<file path="config.mk">
export PLATFORM = sky130hd
export DESIGN_NAME = read_mem
export DESIGN_NICKNAME = d
export VERILOG_FILES = /design/src/rtl/read_mem_pkg.sv /design/src/rtl/read_mem.sv
export SDC_FILE = /design/constraint.sdc
export NUM_CORES = 1
export LEC_CHECK = 0
export CORE_MARGIN = 2
export CORE_UTILIZATION = 45
export DETAILED_ROUTE_END_ITERATION = 16
export DONT_BUFFER_PORTS = 1
export PLACE_DENSITY = 0.66
export SLEW_MARGIN = 40
export SYNTH_ARGS = -nofsm -noshare
export SYNTH_HDL_FRONTEND = slang
export SYNTH_SLANG_ARGS = --single-unit
</file>
<file path="constraint.sdc">
create_clock -name clk -period 2.5 [get_ports clk]
set_input_delay 0.5 -clock clk [delete_from_list [all_inputs] [get_ports clk]]
set_output_delay 0.5 -clock clk [all_outputs]
set_load 0.03 [all_outputs]
</file>
<file path="src/rtl/read_mem_pkg.sv">
// Shared sizing for the capture-buffer readout path.
// Mirrors the analyzer-wide DATA_WIDTH / ADDR_WIDTH / MEMORY_SIZE constants.
package read_mem_pkg;

    localparam int RM_DATA_WIDTH  = 8;
    localparam int RM_ADDR_WIDTH  = 4;
    localparam int RM_MEMORY_SIZE = 1 << RM_ADDR_WIDTH;

endpackage

</file>
<file path="src/rtl/read_mem.sv">
// Readout of the circular capture buffer, oldest to newest sample.
// Drives the buffer's synchronous read port and streams words over valid/ready.
module read_mem
    import read_mem_pkg::*;
#(
    parameter int DATA_WIDTH  = RM_DATA_WIDTH,
    parameter int ADDR_WIDTH  = RM_ADDR_WIDTH,
    parameter int MEMORY_SIZE = RM_MEMORY_SIZE
) (
    input  logic                  clk,
    input  logic                  reset,
    input  logic                  start,
    input  logic [ADDR_WIDTH-1:0] waddr,
    input  logic                  primed,
    output logic [ADDR_WIDTH-1:0] raddr,
    input  logic [DATA_WIDTH-1:0] rdata,
    output logic [DATA_WIDTH-1:0] out_data,
    output logic                  out_valid,
    input  logic                  out_ready,
    output logic                  busy,
    output logic                  done
);

    typedef enum logic [2:0] {
        S_IDLE,
        S_READ,
        S_LATCH,
        S_SEND,
        S_DONE
    } state_e;

    // Sample count needs one extra bit so a full primed buffer is representable.
    localparam logic [ADDR_WIDTH:0] FULL_COUNT = (ADDR_WIDTH+1)'(MEMORY_SIZE);
    localparam logic [ADDR_WIDTH:0] ONE_LEFT   = (ADDR_WIDTH+1)'(1);

    state_e                state_q,     state_d;
    logic [ADDR_WIDTH-1:0] raddr_q,     raddr_d;
    logic [DATA_WIDTH-1:0] out_data_q,  out_data_d;
    logic                  out_valid_q, out_valid_d;
    logic [ADDR_WIDTH:0]   remaining_q, remaining_d;

    always_comb begin
        state_d     = state_q;
        raddr_d     = raddr_q;
        out_data_d  = out_data_q;
        out_valid_d = out_valid_q;
        remaining_d = remaining_q;

        case (state_q)
            S_IDLE: begin
                if (start) begin
                    raddr_d     = primed ? waddr : '0;
                    remaining_d = primed ? FULL_COUNT : {1'b0, waddr};
                    state_d     = (!primed && (waddr == '0)) ? S_DONE : S_READ;
                end
            end
            S_READ: begin
                state_d = S_LATCH;
            end
            S_LATCH: begin
                out_data_d  = rdata;
                out_valid_d = 1'b1;
                state_d     = S_SEND;
            end
            S_SEND: begin
                // Address advance wraps naturally at the buffer end.
                if (out_valid_q && out_ready) begin
                    out_valid_d = 1'b0;
                    remaining_d = remaining_q - ONE_LEFT;
                    raddr_d     = raddr_q + ADDR_WIDTH'(1);
                    state_d     = (remaining_q == ONE_LEFT) ? S_DONE : S_READ;
                end
            end
            S_DONE: begin
                state_d = S_IDLE;
            end
            default: begin
                state_d = S_IDLE;
            end
        endcase
    end

    always_ff @(posedge clk) begin
        if (reset) begin
            state_q     <= S_IDLE;
            raddr_q     <= '0;
            out_data_q  <= '0;
            out_valid_q <= 1'b0;
            remaining_q <= '0;
        end else begin
            state_q     <= state_d;
            raddr_q     <= raddr_d;
            out_data_q  <= out_data_d;
            out_valid_q <= out_valid_d;
            remaining_q <= remaining_d;
        end
    end

    assign raddr     = raddr_q;
    assign out_data  = out_data_q;
    assign out_valid = out_valid_q;
    assign busy      = (state_q != S_IDLE);
    assign done      = (state_q == S_DONE);

endmodule
</file>
==> summary.md <==
| Metric | Value |
|---|---|
| Status | `complete, no violations` |
| Worst Path Buf+Inv | `0` |
| Largest net degree at the start of global routing | `22` |
| Clk pin slew, worst setup/hold paths | `120 ps` |
| RSZ-0062 raised after global routing | `no` |
| Pins Over Slew Limit | `0` |
| Die Y | `54.4 um` |
| Die Wd | `54.4 um` |
| Post-synthesis to final-layout area growth | `0.766%` |
| Tot Pwr | `0.872 mW` |
| Arrival time at the worst endpoint | `1310 ps` |
| XOR/XNOR share of the synthesized area | `0` |
| Net count after synthesis | `148` |
| Startpoint types | `flip-flop` |
| CP max-delay cell | `or3_1` |
| Worst Hold Path Cells | `1` |
| Share of total power in the clock network | `0.187` |
| Layout cells sized above 1 | `0.130` |
| Setup total negative slack | `0 ps` |
| Pre-Repair DR Iteration Count | `4` |
| Top FF cell, synth | `dfxtp_1` |
| Vias in the first global route | `757` |
| Commonest non-fill, non-tap cell in the layout | `dfxtp_1` |
| Postcts setup bufs | `0` |
| Gr usage total | `0.158` |
| Initial antenna violation count | `0` |
| Synth Register Bits | `21` |
| Most frequent cells in the layout | `dfxtp_1, nor2_1, mux2i_1, a21oi_1` |
| Mux share of post-synthesis cell area | `0.0701` |
| Resized Gates After CTS | `0` |
| IO Pins | `32` |
| Worst-path cell chain | `or3_1` |
| Leakage power | `0.427 nW` |
| Critical path's top delay family | `simple AND/OR/NAND/NOR gates` |
| Worst Slack Setup Final | `694 ps` |
| Core outline area | `2430 um2` |
| Grt ovf | `0` |
| Vias per inst | `6.01` |
| Global-route wire length before repair | `3370 um` |
| CTS Buffer Depth | `2` |
| Placement Rows | `18` |
| Post-route ant nets | `0` |
| Port bufs | `0` |
| Worst slew pin tran | `471 ps` |
| CTS Sinks | `21` |
| Htree depth | `1` |
| Clk_skew | `6.35 ps` |
| Synthesized area per cell | `8.92 um2` |
| Fillers | `246` |
| Post-Route WL | `2240 um` |
| # nets final | `144` |
| CP Depth | `1` |
| Setup Viol. Count Final | `0` |
| Power density over the cells | `758 nW/um2` |
| R2R cell count | `4` |
| Initial DRC count | `13` |
| Clk_lat worst skew | `300 ps` |
| TritonCTS clock tree | `yes` |
| Residual DRC | `0` |
| Pre-CTS setup slack | `880 ps` |
| CP max stage delay | `560 ps` |
| Reg-to-reg setup timing slack | `850 ps` |
| Synth Area in Simple Gates | `0.243` |
| Adder-cell area share of the yosys netlist | `0.0329` |
| # hold bufs at CTS | `0` |
| CTS root buf | `clkbuf_4` |
| P_int | `0.535 mW` |
| Post-route cell area | `1150 um2` |
| Clock period minus worst slack | `1810 ps` |
| Setup CP Type | `flip-flop to output port` |
| Maximum clock frequency | `554 MHz` |
| EDFF count, synth | `0` |
| Hold Path Class | `input port to flip-flop` |
| Required time of the critical path | `2000 ps` |
| Initial Utilization | `0.470` |
| Antenna diodes | `0` |
| Vias | `920` |
| Routability Congestion | `0.737` |
| Post-synthesis compound-gate area fraction | `0.217` |
| # Max-Cap Violations | `0` |
| FFs w/ async S/R, synth | `0` |
| Routed len/inst | `14.7 um` |
| Synth cell types | `43` |
| Sequential cell area fraction in the yosys report | `0.368` |
| Mapped cell area | `1140 um2` |
| Final period utilization | `0.722` |
| Post-DP HPWL | `1640 um` |
| Gate power share | `0.252` |
| Post-Place Cell Area | `1120 um2` |
| Largest family of logic cells by synthesized area | `simple AND/OR/NAND/NOR gates` |
| Final hold vios | `0` |
| Sequential power share | `0.561` |
| Crit. End Element | `output port` |
| Cells after Synth | `128` |
| Full die area | `2960 um2` |
| Max_slew headroom | `0.686` |
| Switch Pwr | `0.337 mW` |
| Crit path max fanout | `10` |
| Switching share of power | `0.386` |
| CTS Buf Count | `3` |
| Worst vdd ir | `0.000425 V` |
| Synth Warn # | `0` |
==> cells in the mapped netlist (2+ instances only) <==
library cell,count,area (um2)
nand3b_1,2,15.0
ha_1,3,37.5
mux2i_1,8,80.1
buf_2,3,15.0
clkbuf_1,3,11.3
buf_6,2,22.5
inv_1,4,15.0
a211oi_1,2,15.0
buf_4,2,15.0
dfxtp_1,21,420
a21o_1,2,15.0
nand2_1,6,22.5
nor2_1,17,63.8
o21ai_1,2,10.0
nor3_1,4,20.0
nand3_1,3,15.0
and3_1,2,12.5
o21ai_0,6,30.0
a311oi_1,2,17.5
a21oi_1,7,35.0
nor3b_1,2,15.0
a31oi_1,4,25.0
==> state kept, by name, summed over array words and instances, names as in the netlist <==
name	cells
state_q	3
out_valid	1
out_data	8
remaining_q	5
raddr	4
==> cell type report <==
class                      count  area [um2]  area share
inverter                       4        15.0      0.0130
timing repair buffer           1        7.51     0.00652
multi-input combinational     93         643       0.559
sequential                    21         420       0.365
clock inverter                 1        5.00     0.00435
tap                           30        37.5      0.0326
clock buffer                   3        22.5      0.0196
==> logic make-up after synthesis <==
logic type / count (synthesis)
AND/OR/NAND/NOR: 48
adder cells (fa/ha/maj): 3
buffers and inverters: 14
AO/OA/AOI/OAI: 34
multiplexers: 8
flip-flops: 21
==> routing by layer <==
layer	routed length [um]	vias up	track usage
li1	-	456	-
met1	1010	446	0.202
met2	1120	16	0.265
met3	98	2	0.0246
met4	10	0	0.0625
met5	0	-	0
==> final timing paths <==
path                          to            from
setup / recovery            busy      state_q[0]
hold / removal    remaining_q[1]           reset
hold reg to reg   remaining_q[3]  remaining_q[3]
setup reg to reg        raddr[2]      state_q[1]
==> per-stage QoR <==
| stage | hold WS, ps | instances | util |
|---|---|---|---|
| global placement | 477 | 149 | 0.462 |
| finish | 245 | 153 | 0.473 |
| detailed placement | 480 | 149 | 0.462 |
| global route | 214 | 153 | 0.473 |
| CTS | 232 | 153 | 0.473 |
| floorplan | 467 | 128 | - |
==> worst reg2reg max path, cell delays in order, from the launching register on <==
cell	delay (ps)
dfxtp_1	600
and4_4	310
o21ba_4	280
o21ai_1	130
a221oi_2	260
==> power by group through the flow <==
stage	registers, mW	clock network, mW	logic [mW]
2_1_floorplan	0.468	0	0.234
3_3_place_gp	0.493	0	0.213
3_5_place_dp	0.496	0	0.220
4_1_cts	0.488	0.170	0.221
5_1_grt	0.497	0.182	0.249
6_report	0.489	0.163	0.220
Note: power is estimated with default switching activity, not from simulation.
